--- src/rtl/prefix_adder_pipe.sv ---
// Pipelined Kogge-Stone adder/subtractor with a valid/ready handshake.
// The operands are conditioned in rank 0, prefix levels run between ranks, and the result is registered at the output.
module prefix_adder_pipe #(
    parameter int WIDTH      = 32,
    parameter int PIPE_EVERY = 2
) (
    input  logic             clk,
    input  logic             rst,
    input  logic             in_valid,
    output logic             in_ready,
    input  logic [WIDTH-1:0] a,
    input  logic [WIDTH-1:0] b,
    input  logic             cin,
    input  logic             sub,
    output logic             out_valid,
    input  logic             out_ready,
    output logic [WIDTH-1:0] sum,
    output logic             cout
);
    localparam int L       = (WIDTH < 2) ? 1 : $clog2(WIDTH);
    localparam int LATENCY = 1 + (L + PIPE_EVERY - 1) / PIPE_EVERY;

    // Handshake: a beat moves from rank to rank only while advance=1.
    // in_ready = advance = out_ready | ~out_valid. Input beats transfer on in_valid & in_ready.
    // Output beats transfer on out_valid & out_ready. When advance=0 every rank holds.
    logic advance;
    assign advance  = out_ready | ~out_valid;
    assign in_ready = advance;

    // Rank 0 is the conditioned operands. Rank s holds the result of prefix segment s-1.
    logic [WIDTH-1:0] seg_g  [LATENCY];
    logic [WIDTH-1:0] seg_p  [LATENCY];
    logic [WIDTH-1:0] seg_op [LATENCY];
    logic             seg_c0 [LATENCY];
    logic             seg_v  [LATENCY];

    logic [WIDTH-1:0] b_eff;
    logic [WIDTH-1:0] p_in;
    logic [WIDTH-1:0] g_in;
    logic             c0_in;

    always_comb begin
        b_eff = sub ? ~b : b;
        c0_in = sub ? ~cin : cin;
        p_in  = a ^ b_eff;
        g_in  = a & b_eff;
        // Fold the carry-in into bit 0 so that WIDTH positions need only L levels.
        g_in[0] = g_in[0] | (p_in[0] & c0_in);
    end

    // Prefix levels. A segment restarts from a register rank at every PIPE_EVERY boundary.
    logic [WIDTH-1:0] lvl_g [L];
    logic [WIDTH-1:0] lvl_p [L];
    logic [WIDTH-1:0] run_g;
    logic [WIDTH-1:0] run_p;

    always_comb begin
        run_g = '0;
        run_p = '0;
        for (int k = 0; k < L; k++) begin
            if (k % PIPE_EVERY == 0) begin
                run_g = seg_g[k / PIPE_EVERY];
                run_p = seg_p[k / PIPE_EVERY];
            end
            // Positions below the distance shift in G=0 and P=1, so they pass through unchanged.
            run_g = run_g | (run_p & (run_g << (1 << k)));
            run_p = run_p & ((run_p << (1 << k)) | ~({WIDTH{1'b1}} << (1 << k)));
            lvl_g[k] = run_g;
            lvl_p[k] = run_p;
        end
    end

    // Index of the last prefix level that feeds register rank s (s >= 1).
    function automatic int feed_level(input int s);
        return ((s * PIPE_EVERY < L) ? s * PIPE_EVERY : L) - 1;
    endfunction

    always_ff @(posedge clk or negedge rst) begin
        if (!rst) begin
            for (int s = 0; s < LATENCY; s++) begin
                seg_v[s]  <= 1'b0;
                seg_g[s]  <= '0;
                seg_p[s]  <= '0;
                seg_op[s] <= '0;
                seg_c0[s] <= 1'b0;
            end
            out_valid <= 1'b0;
            sum       <= '0;
            cout      <= 1'b0;
        end else if (advance) begin
            seg_v[0]  <= in_valid;
            seg_g[0]  <= g_in;
            seg_p[0]  <= p_in;
            seg_op[0] <= p_in;
            seg_c0[0] <= c0_in;
            for (int s = 1; s < LATENCY; s++) begin
                seg_v[s]  <= seg_v[s-1];
                seg_g[s]  <= lvl_g[feed_level(s)];
                seg_p[s]  <= lvl_p[feed_level(s)];
                seg_op[s] <= seg_op[s-1];
                seg_c0[s] <= seg_c0[s-1];
            end
            out_valid <= seg_v[LATENCY-1];
            sum       <= seg_op[LATENCY-1] ^ {seg_g[LATENCY-1][WIDTH-2:0], seg_c0[LATENCY-1]};
            cout      <= seg_g[LATENCY-1][WIDTH-1];
        end
    end

endmodule

--- config.mk ---
export PLATFORM = sky130hd
export DESIGN_NAME = prefix_adder_pipe
export DESIGN_NICKNAME = d
export VERILOG_FILES = /design/src/rtl/prefix_adder_pipe.sv
export SDC_FILE = /design/constraint.sdc
export NUM_CORES = 1
export LEC_CHECK = 0
export ABC_AREA = 1
export CORE_MARGIN = 2
export CORE_UTILIZATION = 57
export CTS_BUF_LIST = sky130_fd_sc_hd__clkbuf_16
export CTS_CLUSTER_DIAMETER = 30
export DETAILED_ROUTE_END_ITERATION = 8
export MAX_ROUTING_LAYER = met4
export PLACE_DENSITY = 0.87
export SETUP_SLACK_MARGIN = 0.02
export SLEW_MARGIN = 30
export SYNTH_ARGS = -nofsm -noshare
export SYNTH_HDL_FRONTEND = slang
export SYNTH_SLANG_ARGS = --single-unit
--- constraint.sdc ---
create_clock -name clk -period 3.16 [get_ports clk]
set_input_delay 0.316 -clock clk [delete_from_list [all_inputs] [get_ports clk]]
set_output_delay 0.316 -clock clk [all_outputs]
set_load 0.05 [all_outputs]
; ---- Yosys cells after proc, flatten, opt, wreduce, memory -nomap -nowiden
; Cells that the tools add are included.
; W data, S select, Z words.
[totals]
ff_bits = 362
mem_bits_ro = 0
mem_count = 0
out_inout_bits = 35
input_bits = 70
ram_bits = 0
latch_bits = 0
[classes]
bitwise = 23
shifts = 0
add_sub_neg = 0
n_lt_le_gt_ge = 0
reduce_logical = 0
n_mul = 0
n_mux = 2
eq_ne = 0
div = 0
[op_table]
columns = cell, count
row1 = $and A32 B32 Y32, 10
row2 = $or A32 B32 Y32, 5
row3 = $xor A32 B32 Y32, 2
row4 = $mux W32, 1
row5 = $not A32 Y32, 1
row6 = $not A1 Y1, 2
row7 = $or A1 B1 Y1, 2
row8 = $and A1 B1 Y1, 1
row9 = $mux W1, 1

; ---- Longest topological paths before layout
; Gate-level depths: netlist of run 1.
[depth]
depth_word = 5
ltp_mapped = 8

; ---- Least setup slack after synthesis of run 1
; OpenSTA, ideal clock, no wires.
[synth_path]
path_type = reg2out
from = reg out_valid
to = out in_ready
path_stages_with_launch = 5
arrival_ns = 1.262
required_time_ns = 2.844
setup_slack_ns = 1.582
path_cell_list = dfrtp_1 nand2_1 buf_4 buf_4 buf_4
[synth_via]
elab_chain_cells = 2
[synth_lines]
columns = element, line_no
row1 = from (decl), 15  ; output logic out_valid,
row2 = from (signal assigned), 103  ; out_valid <= seg_v[LATENCY-1];
row3 = $not A1 Y1, 27  ; assign advance = out_ready | ~out_valid;
row4 = $or A1 B1 Y1, 27
row5 = to (decl), 10  ; output logic in_ready,
; Every way passes these cells.

; ---- Worst setup path in the final report of run 1
; Same ends and word-level chain as after synthesis.

==> flow_results.xml, run 1 <==
<?xml version="1.0" encoding="UTF-8"?>
<metrics>
  <group name="pwr">
    <metric name="part_of_the_power_in_the_clock_network" unit="%">32.7</metric>
    <metric name="leakage_power" unit="nW">9.261</metric>
    <metric name="total_power_draw" unit="mW">19.37</metric>
    <metric name="power.net_switching" unit="mW">7.212</metric>
    <metric name="cell_area_power_density" unit="mW/mm^2">1061</metric>
    <metric name="max-vdd-ir-drop" unit="mV">0.7416</metric>
    <metric name="p_seq_share" unit="%">39.7</metric>
    <metric name="switching_share" unit="%">37.23</metric>
    <metric name="combinationalPowerShare" unit="%">27.6</metric>
    <metric name="internal-power" unit="mW">12.16</metric>
  </group>
  <group name="layout">
    <metric name="nNetsFinal" unit="">1963</metric>
    <metric name="most_common_cell_after_layout_fill_and_taps_aside" unit="">sky130_fd_sc_hd__nand2_1</metric>
    <metric name="nFillCells" unit="">1836</metric>
    <metric name="syn_to_final_growth" unit="%">21.19</metric>
    <metric name="antenna_cells" unit="">0</metric>
    <metric name="mostFrequentLayoutCells" unit="">sky130_fd_sc_hd__nand2_1 (831), sky130_fd_sc_hd__dfrtp_1 (342), sky130_fd_sc_hd__o21ai_0 (161)</metric>
    <metric name="layout-drive-gt1-share" unit="%">5.445</metric>
  </group>
  <group name="drt">
    <metric name="antenna_violating_nets_post_route" unit="">0</metric>
    <metric name="dr.first_iter.drc_count" unit="">1386</metric>
    <metric name="route.detailed.drc" unit="">0</metric>
    <metric name="vias" unit="">12178</metric>
    <metric name="drt-total-wl" unit="um">35180</metric>
    <metric name="vias_per_instance" unit="">5.424</metric>
    <metric name="detail_route.wl_per_cell" unit="um">15.67</metric>
    <metric name="first_pass_iters" unit="">8</metric>
  </group>
  <group name="floorplanning">
    <metric name="placeableCoreArea" unit="mm^2">0.02598</metric>
    <metric name="design.die.area" unit="mm^2">0.02774</metric>
    <metric name="num_io_pins" unit="">105</metric>
    <metric name="initial_core_util" unit="%">57.95</metric>
    <metric name="fp.dieW" unit="um">166.5</metric>
    <metric name="rows" unit="">59</metric>
    <metric name="chipHeight" unit="um">166.5</metric>
  </group>
  <group name="setup_path">
    <metric name="cp.required" unit="ns">2.84</metric>
    <metric name="start_kind" unit="">register</metric>
    <metric name="slowest_delay" unit="ns">0.88</metric>
    <metric name="regToRegStartpoint" unit="">out_valid</metric>
    <metric name="worst-endpoint-arrival" unit="ns">2.14</metric>
    <metric name="setup.worst_path.end_class" unit="">output port</metric>
    <metric name="ordered_list_of_cells_on_the_worst_path" unit="">nand2_4, clkdlybuf4s50_1</metric>
    <metric name="cell_type_of_the_slowest_stage_on_the_worst_timing_path" unit="">sky130_fd_sc_hd__clkdlybuf4s50_1</metric>
    <metric name="critical_path.reg2reg.endpoint" unit="">seg_p[90]</metric>
    <metric name="path_max_fanout" unit="">24</metric>
    <metric name="reg2reg_setup_slack" unit="ns">1.21</metric>
    <metric name="reg2reg_depth" unit="">4</metric>
    <metric name="worstSetupPathType" unit="">register to output port</metric>
  </group>
  <group name="clocking">
    <metric name="holdBufCountCts" unit="">1</metric>
    <metric name="htree_levels" unit="">2</metric>
    <metric name="clock_sink_count" unit="">342</metric>
    <metric name="worst_setup_hold_path_clk_slew" unit="ns">0.05</metric>
    <metric name="cts-resized-gates" unit="">0</metric>
    <metric name="post-cts-setup-buffers" unit="">0</metric>
    <metric name="tritoncts" unit="">done</metric>
    <metric name="clkLatencyLatePin" unit="ns">0.57</metric>
    <metric name="clock_tree.root_cell" unit="">sky130_fd_sc_hd__clkbuf_16</metric>
    <metric name="clk_path_buf_depth" unit="">3</metric>
    <metric name="cts-buffers-inserted" unit="">58</metric>
  </group>
  <group name="placed_design">
    <metric name="worst_setup_slack_before_clock_tree_synthesis" unit="ns">0.7627</metric>
    <metric name="port_buffers" unit="">104</metric>
    <metric name="post-dp-hpwl" unit="um">21670</metric>
    <metric name="gp_routability_congestion" unit="">0.8926</metric>
  </group>
  <group name="timing">
    <metric name="slew_violations" unit="">0</metric>
    <metric name="layout_setup_ws" unit="ns">0.7036</metric>
    <metric name="setup-tns-final" unit="ns">0</metric>
    <metric name="time_the_worst_path_needs_with_i_o_delays_and_setup" unit="ns">2.456</metric>
    <metric name="fmax" unit="MHz">407.1</metric>
    <metric name="finalHoldViolations" unit="">0</metric>
    <metric name="worst_slew_margin_rel" unit="%">32.98</metric>
    <metric name="final.setup_skew" unit="ns">0.01786</metric>
    <metric name="setup_violations" unit="">0</metric>
    <metric name="period_share" unit="%">77.73</metric>
    <metric name="rsz0062_at_grt" unit="">no</metric>
    <metric name="worstMarginPinSlew" unit="ns">1.005</metric>
  </group>
  <group name="global_route">
    <metric name="globalRouteTotalUtil" unit="%">26.40</metric>
    <metric name="grt_pass1_vias" unit="">11858</metric>
    <metric name="grt_first_pass_wirelength" unit="um">58310</metric>
    <metric name="grt_overflow_total" unit="">0</metric>
    <metric name="grt_max_degree" unit="">226</metric>
    <metric name="antenna_found_initial" unit="">0</metric>
  </group>
  <group name="logic_synthesis">
    <metric name="syn_area_per_cell" unit="um^2">8.508</metric>
    <metric name="yosysTopAreaCell" unit="">sky130_fd_sc_hd__dfrtp_1</metric>
    <metric name="synth.top_cells.by_area" unit="">sky130_fd_sc_hd__dfrtp_1 (57%), sky130_fd_sc_hd__nand2_1 (21%), sky130_fd_sc_hd__o21ai_0 (5.4%)</metric>
    <metric name="ys_ff_latch" unit="">342</metric>
    <metric name="synthesis.yosys.warnings" unit="">0</metric>
    <metric name="netlist-cell-type-count" unit="">17</metric>
    <metric name="synth.cell_area" unit="mm^2">0.01506</metric>
    <metric name="yosysTopAreaCellShare" unit="%">56.83</metric>
    <metric name="postSynthCellCount" unit="">1770</metric>
    <metric name="postSynthNetCount" unit="">1872</metric>
    <metric name="synth_seq_area_share" unit="%">56.83</metric>
  </group>
  <group name="outcome">
    <metric name="outcome" unit="">complete, no violations</metric>
  </group>
  <group name="hold_path">
    <metric name="worst_hold_path_type" unit="">input port to register</metric>
    <metric name="holdPathEnd" unit="">seg_v[3]</metric>
    <metric name="worst_hold_path.num_cells" unit="">3</metric>
    <metric name="hold_path.startpoint" unit="">in_valid</metric>
  </group>
  <group name="flow_run">
    <metric name="maxCapViolCount" unit="">0</metric>
  </group>
</metrics>
[Yosys cell counts]
cell and number:
sky130_fd_sc_hd__buf_6 3, sky130_fd_sc_hd__nand4_1 31, sky130_fd_sc_hd__buf_2 60, sky130_fd_sc_hd__xnor2_1 32
sky130_fd_sc_hd__nor2_4 1, sky130_fd_sc_hd__nand2_1 832, sky130_fd_sc_hd__xor2_1 33, sky130_fd_sc_hd__buf_4 9
sky130_fd_sc_hd__a31oi_1 5, sky130_fd_sc_hd__inv_1 116, sky130_fd_sc_hd__dfrtp_1 342, sky130_fd_sc_hd__o21ai_0 161
sky130_fd_sc_hd__ha_1 32, sky130_fd_sc_hd__nor2_1 19, sky130_fd_sc_hd__a21oi_1 27, sky130_fd_sc_hd__clkbuf_1 10
sky130_fd_sc_hd__nand3_1 57
[worst max-delay path, delay by kind of cell, from the launching register on]
| family | cells | cell delay [ns] |
|---|---|---|
| buf+inv | 1 | 0.88 |
| flops | 1 | 0.42 |
| simple gates | 1 | 0.27 |
[registers in the layout (all words and copies together) (netlist names)]
| name | cells |
|---|---|
| seg_g | 128 |
| seg_op | 95 |
| seg_p | 77 |
| sum | 32 |
| seg_c0 | 4 |
| seg_v | 4 |
| cout | 1 |
| out_valid | 1 |
[power by group through the flow]
stage,Combinational [mW],Clock (mW),Sequential (mW)
floorplan,3.15,0,7.89
global placement,5.03,0,7.59
detailed placement,5.24,0,7.65
CTS,5.36,6.38,7.64
global route,5.98,6.60,7.86
finish,5.34,6.33,7.69
[per-stage QoR]
stage	cell area [um^2]	util (%)	hold slack (ns)	cells
3_3_place_gp	16240	62.48	0.4010	2135
6_report	18250	70.23	0.3649	2245
5_1_grt	18250	70.23	0.3818	2245
4_1_cts	18250	70.22	0.3466	2245
2_1_floorplan	15060	-	0.02041	1770
3_5_place_dp	16240	62.48	0.3977	2135
[how the worst max path moves through the flow]
stage,slack (ns),from,end,cells after the start
2_1_floorplan,1.58,out_valid,in_ready,4
3_3_place_gp,0.81,out_ready,in_ready,4
3_5_place_dp,0.76,out_ready,in_ready,4
4_1_cts,0.69,out_valid,in_ready,2
5_1_grt,0.66,out_valid,in_ready,2
6_report,0.70,out_valid,in_ready,2
[layout make-up]
type                            count  area (um^2)  share of cell area [%]
Inverter                          116        435.4                   2.386
Clock inverter                     51        550.5                   3.017
Timing Repair Buffer              113         1201                   6.582
Sequential cell                   342         8558                   46.89
Tap cell                          335        419.2                   2.297
Multi-Input combinational cell   1230         5634                   30.87
Clock buffer                       58         1451                   7.953
[cells by family (layout without fill, tap and decap cells)]
| group | Yosys count | after routing | share of synthesized area [%] |
|---|---|---|---|
| buffers and inverters | 198 | 338 | 5.808 |
| flip-flops | 342 | 342 | 56.83 |
| AND/OR/NAND/NOR | 940 | 940 | 24.47 |
| XOR/XNOR | 65 | 65 | 3.780 |
| adder cells (fa/ha/maj) | 32 | 32 | 2.659 |
| AO/OA/AOI/OAI | 193 | 193 | 6.456 |
[layer usage]
| layer | routed length (um) | track usage, % | vias up |
|---|---|---|---|
| li1 | - | - | 5771 |
| met1 | 14550 | 35.60 | 5780 |
| met2 | 16780 | 40.96 | 518 |
| met3 | 2739 | 4.278 | 109 |
| met4 | 1108 | 9.670 | 0 |
| met5 | 0 | - | - |
No activity file was read; power rests on OpenSTA's default activity.
==> inputs of run 2 (changes only) <==
Settings changed: CORE_UTILIZATION 57 to 53, PLACE_DENSITY 0.87 to 0.85.
Clock period 3.16 ns to 2.2 ns, I/O delays scaled along.
==> flow_results.xml, run 2 (synthesized netlist as in run 1, its figures left out) <==
<?xml version="1.0" encoding="UTF-8"?>
<metrics>
  <group name="floorplanning">
    <metric name="chipHeight" unit="um">172.6</metric>
    <metric name="design.die.area" unit="mm^2">0.02978</metric>
    <metric name="placeableCoreArea" unit="mm^2">0.02786</metric>
    <metric name="num_io_pins" unit="">105</metric>
    <metric name="initial_core_util" unit="%">54.06</metric>
    <metric name="fp.dieW" unit="um">172.6</metric>
    <metric name="rows" unit="">61</metric>
  </group>
  <group name="drt">
    <metric name="detail_route.wl_per_cell" unit="um">15.42</metric>
    <metric name="antenna_violating_nets_post_route" unit="">0</metric>
    <metric name="vias_per_instance" unit="">5.268</metric>
    <metric name="drt-total-wl" unit="um">35570</metric>
    <metric name="dr.first_iter.drc_count" unit="">1223</metric>
    <metric name="vias" unit="">12153</metric>
    <metric name="route.detailed.drc" unit="">0</metric>
    <metric name="first_pass_iters" unit="">5</metric>
  </group>
  <group name="clocking">
    <metric name="tritoncts" unit="">done</metric>
    <metric name="clock_tree.root_cell" unit="">sky130_fd_sc_hd__clkbuf_16</metric>
    <metric name="clk_path_buf_depth" unit="">3</metric>
    <metric name="cts-buffers-inserted" unit="">57</metric>
    <metric name="htree_levels" unit="">2</metric>
    <metric name="worst_setup_hold_path_clk_slew" unit="ns">0.05</metric>
    <metric name="clkLatencyLatePin" unit="ns">0.56</metric>
    <metric name="clock_sink_count" unit="">342</metric>
    <metric name="cts-resized-gates" unit="">0</metric>
  </group>
  <group name="timing">
    <metric name="rsz0062_at_grt" unit="">no</metric>
    <metric name="setup-tns-final" unit="ns">0</metric>
    <metric name="final.setup_skew" unit="ns">0.01431</metric>
    <metric name="worstMarginPinSlew" unit="ns">0.5114</metric>
    <metric name="slew_violations" unit="">0</metric>
    <metric name="fmax" unit="MHz">495.5</metric>
    <metric name="worst_slew_margin_rel" unit="%">65.90</metric>
    <metric name="final.hold.worst_slack" unit="ns">0.1870</metric>
    <metric name="setup_violations" unit="">0</metric>
    <metric name="finalHoldViolations" unit="">0</metric>
    <metric name="period_share" unit="%">91.74</metric>
    <metric name="time_the_worst_path_needs_with_i_o_delays_and_setup" unit="ns">2.018</metric>
  </group>
  <group name="setup_path">
    <metric name="reg2reg_depth" unit="">6</metric>
    <metric name="path_max_fanout" unit="">3</metric>
    <metric name="slowest_delay" unit="ns">0.83</metric>
    <metric name="critical_path_depth" unit="">1</metric>
    <metric name="start_kind" unit="">register</metric>
    <metric name="critPathTopFamily" unit="">buffers and inverters</metric>
    <metric name="ordered_list_of_cells_on_the_worst_path" unit="">clkdlybuf4s50_1</metric>
    <metric name="setup.worst_path.end_class" unit="">output port</metric>
    <metric name="cell_type_of_the_slowest_stage_on_the_worst_timing_path" unit="">sky130_fd_sc_hd__clkdlybuf4s50_1</metric>
    <metric name="worst-endpoint-arrival" unit="ns">1.80</metric>
    <metric name="worstPathBufferInverterCount" unit="">1</metric>
    <metric name="cp.required" unit="ns">1.98</metric>
    <metric name="worstSetupPathType" unit="">register to output port</metric>
  </group>
  <group name="pwr">
    <metric name="internal-power" unit="mW">17.58</metric>
    <metric name="max-vdd-ir-drop" unit="mV">0.6727</metric>
    <metric name="part_of_the_power_in_the_clock_network" unit="%">32.3</metric>
    <metric name="leakage_power" unit="nW">9.389</metric>
    <metric name="combinationalPowerShare" unit="%">28.6</metric>
    <metric name="total_power_draw" unit="mW">28.06</metric>
    <metric name="switching_share" unit="%">37.35</metric>
    <metric name="p_seq_share" unit="%">39.1</metric>
    <metric name="cell_area_power_density" unit="mW/mm^2">1509</metric>
    <metric name="power.net_switching" unit="mW">10.48</metric>
  </group>
  <group name="flow_run">
    <metric name="maxCapViolCount" unit="">0</metric>
  </group>
  <group name="layout">
    <metric name="nNetsFinal" unit="">1983</metric>
    <metric name="largest_register_ffs" unit="">128</metric>
    <metric name="syn_to_final_growth" unit="%">23.46</metric>
    <metric name="antenna_cells" unit="">0</metric>
    <metric name="mostFrequentLayoutCells" unit="">sky130_fd_sc_hd__nand2_1 (831), sky130_fd_sc_hd__dfrtp_1 (342), sky130_fd_sc_hd__o21ai_0 (161)</metric>
    <metric name="most_common_cell_after_layout_fill_and_taps_aside" unit="">sky130_fd_sc_hd__nand2_1</metric>
    <metric name="nFillCells" unit="">2041</metric>
    <metric name="layout-drive-gt1-share" unit="%">6.998</metric>
    <metric name="final_cell_area" unit="mm^2">0.01859</metric>
    <metric name="registers.top_by_ff_count" unit="">seg_g</metric>
    <metric name="biggestRegsByFlops" unit="">seg_g x128, seg_op x95, seg_p x77</metric>
  </group>
  <group name="outcome">
    <metric name="outcome" unit="">complete, no violations</metric>
  </group>
  <group name="placed_design">
    <metric name="port_buffers" unit="">104</metric>
    <metric name="post-dp-hpwl" unit="um">23670</metric>
    <metric name="gp_routability_congestion" unit="">0.8875</metric>
    <metric name="placement.cell_area" unit="mm^2">0.01658</metric>
  </group>
  <group name="global_route">
    <metric name="globalRouteTotalUtil" unit="%">25.05</metric>
    <metric name="antenna_found_initial" unit="">0</metric>
    <metric name="grt_pass1_vias" unit="">11846</metric>
    <metric name="grt_overflow_total" unit="">0</metric>
    <metric name="grt_max_degree" unit="">70</metric>
    <metric name="grt_first_pass_wirelength" unit="um">59200</metric>
  </group>
  <group name="hold_path">
    <metric name="worst_hold_path_type" unit="">input port to async pin</metric>
  </group>
</metrics>
## run 2: cell count changes in the layout (fill, tap and decap cells not counted), moves of 3 or more
cell / change
sky130_fd_sc_hd__inv_1: -6
sky130_fd_sc_hd__clkinv_1: -5
sky130_fd_sc_hd__inv_6: +3
sky130_fd_sc_hd__buf_12: +11
sky130_fd_sc_hd__buf_4: +10
sky130_fd_sc_hd__inv_8: +4
sky130_fd_sc_hd__clkinvlp_4: +3
## run 2: path summary, 6_finish.rpt
kind / slack (ns) / end / from
min: 0.19 / seg_g[100] / rst
min in group clk: 0.28 / seg_g[96] / sub
max in group asynchronous: 1.22 / seg_g[62] / rst
max reg2reg: 0.64 / seg_g[72] / out_valid
max: 0.18 / out_valid / out_valid
min reg2reg: 0.45 / out_valid / seg_v[0]
## run 2: cell type report
class | count | area [um^2] | share of cell area (%)
sequential | 342 | 8558 | 46.03
tap | 378 | 473.0 | 2.544
inverter | 116 | 435.4 | 2.342
timing repair buffer | 134 | 1491 | 8.022
clock buffer | 57 | 1426 | 7.672
multi-input combinational | 1230 | 5634 | 30.30
clock inverter | 50 | 574.3 | 3.089
## run 2: per-stage QoR
stage          utilization (%)  std cells  setup slack (ns)
6_report                 66.74       2307            0.1817
5_1_grt                  66.74       2307            0.1379
4_1_cts                  66.74       2307            0.1672
3_5_place_dp             59.52       2199            0.3926
3_3_place_gp             59.52       2199            0.4183
2_1_floorplan                -       1770            0.6847
## run 2: what timing repair did
action / CTS / global route
hold buffers: 1 / 0
buffers inserted: 0 / 0
hold endpoints to repair: 52 / 0
## run 2: worst reg2reg max path, delay by kind of cell (launching register included)
family	cells	cell delay, ns
buffers and inverters	2	0.53
DFF	1	0.41
and+or+nand+nor	3	0.36
AOI/OAI and AO/OA	1	0.13
## run 2: layer usage
layer	part of all wire (%)	vias to the layer above	global-route usage, %
met5	0	-	-
met2	48	462	40.91
met3	7.1	68	4.442
met4	1.7	0	5.983
met1	43	5827	32.87
li1	-	5796	-
## run 2: power by group through the flow
stage	combinational, mW	clock (mW)	sequential, mW
detailed placement	7.89	0	10.9
CTS	8.06	9.16	10.9
global placement	7.66	0	10.8
finish	8.03	9.07	11.0
floorplan	4.52	0	11.3
global route	8.94	9.49	11.2
==> inputs of run 3 (changes only) <==
Settings changed: PLACE_DENSITY 0.85 to 0.76.
==> flow_results.xml, run 3 (synthesized netlist as in run 1, its figures left out) <==
<?xml version="1.0" encoding="UTF-8"?>
<metrics>
  <group name="timing">
    <metric name="time_the_worst_path_needs_with_i_o_delays_and_setup" unit="ns">2.024</metric>
    <metric name="setup_violations" unit="">0</metric>
    <metric name="worstMarginPinSlew" unit="ns">0.5085</metric>
    <metric name="period_share" unit="%">92.01</metric>
    <metric name="final.setup_skew" unit="ns">0.01700</metric>
    <metric name="slew_violations" unit="">0</metric>
    <metric name="setup-tns-final" unit="ns">0</metric>
    <metric name="finalHoldViolations" unit="">0</metric>
    <metric name="rsz0062_at_grt" unit="">no</metric>
    <metric name="worst_slew_margin_rel" unit="%">66.00</metric>
    <metric name="fmax" unit="MHz">494.0</metric>
  </group>
  <group name="clocking">
    <metric name="post-cts-setup-buffers" unit="">0</metric>
    <metric name="tritoncts" unit="">done</metric>
    <metric name="clk_path_buf_depth" unit="">3</metric>
    <metric name="clkLatencyLatePin" unit="ns">0.58</metric>
    <metric name="cts-resized-gates" unit="">0</metric>
    <metric name="clock_tree.root_cell" unit="">sky130_fd_sc_hd__clkbuf_16</metric>
    <metric name="holdBufCountCts" unit="">1</metric>
    <metric name="cts-buffers-inserted" unit="">60</metric>
    <metric name="clock_sink_count" unit="">342</metric>
    <metric name="htree_levels" unit="">2</metric>
    <metric name="worst_setup_hold_path_clk_slew" unit="ns">0.05</metric>
  </group>
  <group name="setup_path">
    <metric name="ordered_list_of_cells_on_the_worst_path" unit="">clkdlybuf4s50_1</metric>
    <metric name="setup.worst_path.end_class" unit="">output port</metric>
    <metric name="worstSetupPathType" unit="">register to output port</metric>
    <metric name="critPathTopFamily" unit="">buffers and inverters</metric>
    <metric name="worstPathBufferInverterCount" unit="">1</metric>
    <metric name="start_kind" unit="">register</metric>
    <metric name="worst-endpoint-arrival" unit="ns">1.80</metric>
    <metric name="slowest_delay" unit="ns">0.83</metric>
    <metric name="path_max_fanout" unit="">3</metric>
    <metric name="cp.required" unit="ns">1.98</metric>
    <metric name="cell_type_of_the_slowest_stage_on_the_worst_timing_path" unit="">sky130_fd_sc_hd__clkdlybuf4s50_1</metric>
  </group>
  <group name="layout">
    <metric name="nNetsFinal" unit="">1985</metric>
    <metric name="largest_register_ffs" unit="">128</metric>
    <metric name="final_cell_area" unit="mm^2">0.01885</metric>
    <metric name="most_common_cell_after_layout_fill_and_taps_aside" unit="">sky130_fd_sc_hd__nand2_1</metric>
    <metric name="biggestRegsByFlops" unit="">seg_g x128, seg_op x95, seg_p x77</metric>
    <metric name="layout-drive-gt1-share" unit="%">7.032</metric>
    <metric name="syn_to_final_growth" unit="%">25.19</metric>
    <metric name="antenna_cells" unit="">0</metric>
    <metric name="registers.top_by_ff_count" unit="">seg_g</metric>
    <metric name="nFillCells" unit="">2153</metric>
    <metric name="mostFrequentLayoutCells" unit="">sky130_fd_sc_hd__nand2_1 (831), sky130_fd_sc_hd__dfrtp_1 (342), sky130_fd_sc_hd__o21ai_0 (161)</metric>
  </group>
  <group name="floorplanning">
    <metric name="num_io_pins" unit="">105</metric>
    <metric name="design.die.area" unit="mm^2">0.02978</metric>
    <metric name="initial_core_util" unit="%">54.06</metric>
    <metric name="chipHeight" unit="um">172.6</metric>
    <metric name="placeableCoreArea" unit="mm^2">0.02786</metric>
    <metric name="fp.dieW" unit="um">172.6</metric>
    <metric name="rows" unit="">61</metric>
  </group>
  <group name="hold_path">
    <metric name="worst_hold_path_type" unit="">input port to async pin</metric>
  </group>
  <group name="global_route">
    <metric name="grt_pass1_vias" unit="">11729</metric>
    <metric name="antenna_found_initial" unit="">0</metric>
    <metric name="grt_max_degree" unit="">84</metric>
    <metric name="grt_overflow_total" unit="">0</metric>
    <metric name="globalRouteTotalUtil" unit="%">24.96</metric>
    <metric name="grt_first_pass_wirelength" unit="um">58950</metric>
  </group>
  <group name="placed_design">
    <metric name="post-dp-hpwl" unit="um">23760</metric>
    <metric name="gp_routability_congestion" unit="">0.9004</metric>
    <metric name="placement.cell_area" unit="mm^2">0.01660</metric>
    <metric name="port_buffers" unit="">104</metric>
  </group>
  <group name="flow_run">
    <metric name="maxCapViolCount" unit="">0</metric>
  </group>
  <group name="drt">
    <metric name="first_pass_iters" unit="">5</metric>
    <metric name="antenna_violating_nets_post_route" unit="">0</metric>
    <metric name="detail_route.wl_per_cell" unit="um">15.34</metric>
    <metric name="drt-total-wl" unit="um">35460</metric>
    <metric name="vias" unit="">11970</metric>
    <metric name="vias_per_instance" unit="">5.177</metric>
    <metric name="route.detailed.drc" unit="">0</metric>
    <metric name="dr.first_iter.drc_count" unit="">1175</metric>
  </group>
  <group name="outcome">
    <metric name="outcome" unit="">complete, no violations</metric>
  </group>
  <group name="pwr">
    <metric name="cell_area_power_density" unit="mW/mm^2">1541</metric>
    <metric name="leakage_power" unit="nW">9.510</metric>
    <metric name="max-vdd-ir-drop" unit="mV">0.7173</metric>
  </group>
</metrics>
## run 3: final cells by class
type	count	area, um^2	share of cell area [%]
inverter	116	435.4	2.310
sequential	342	8558	45.39
tap	378	473.0	2.509
clock inverter	51	691.9	3.670
multi-input combinational	1230	5634	29.88
clock buffer	62	1551	8.229
timing repair buffer	133	1509	8.004
## run 3: path summary, 6_finish.rpt
kind / start / end / slack [ns] / cells after the start
max: out_valid / out_valid / 0.18 / 1
min: rst / sum[5] / 0.16 / 2
max reg2reg: out_valid / seg_g[29] / 0.69 / 5
min reg2reg: seg_v[0] / out_valid / 0.46 / 2
max in group asynchronous: rst / seg_g[57] / 1.20 / 3
min in group clk: sub / seg_g[96] / 0.26 / 4
## run 3: metrics by stage
| step | worst slack, ns | power [mW] | hold slack [ns] | cells | util (%) |
|---|---|---|---|---|---|
| after floorplan | 0.6847 | 15.86 | -0.07559 | 1770 | - |
| after global placement | 0.3996 | 18.59 | 0.1822 | 2198 | 59.59 |
| after detailed placement | 0.3722 | 18.89 | 0.1817 | 2198 | 59.59 |
| after CTS | 0.1542 | 29.16 | 0.1880 | 2312 | 67.68 |
| after global routing | 0.1331 | 30.70 | 0.2164 | 2312 | 67.68 |
| final | 0.1758 | 29.06 | 0.1610 | 2312 | 67.68 |
## run 3: where the power goes
part	internal, mW	switching, mW
logic	2.91	5.14
clock network	6.88	3.20
registers	8.83	2.10
## run 3: layer usage
layer	wire length [um]	global-route usage (%)	share of wire [%]	up-vias
li1	-	-	-	5795
met1	15950	34.35	45	5749
met2	16570	38.35	47	361
met3	2206	4.332	6.2	65
met4	736	7.372	2.1	0
met5	0	-	0	-
## run 3: worst reg2reg max path, stage by stage, from the launching register on
cell,delay [ns]
sky130_fd_sc_hd__dfrtp_1,0.40
sky130_fd_sc_hd__inv_1,0.09
sky130_fd_sc_hd__nor2_4,0.16
sky130_fd_sc_hd__buf_12,0.21
sky130_fd_sc_hd__buf_12,0.31
sky130_fd_sc_hd__o21ai_0,0.19
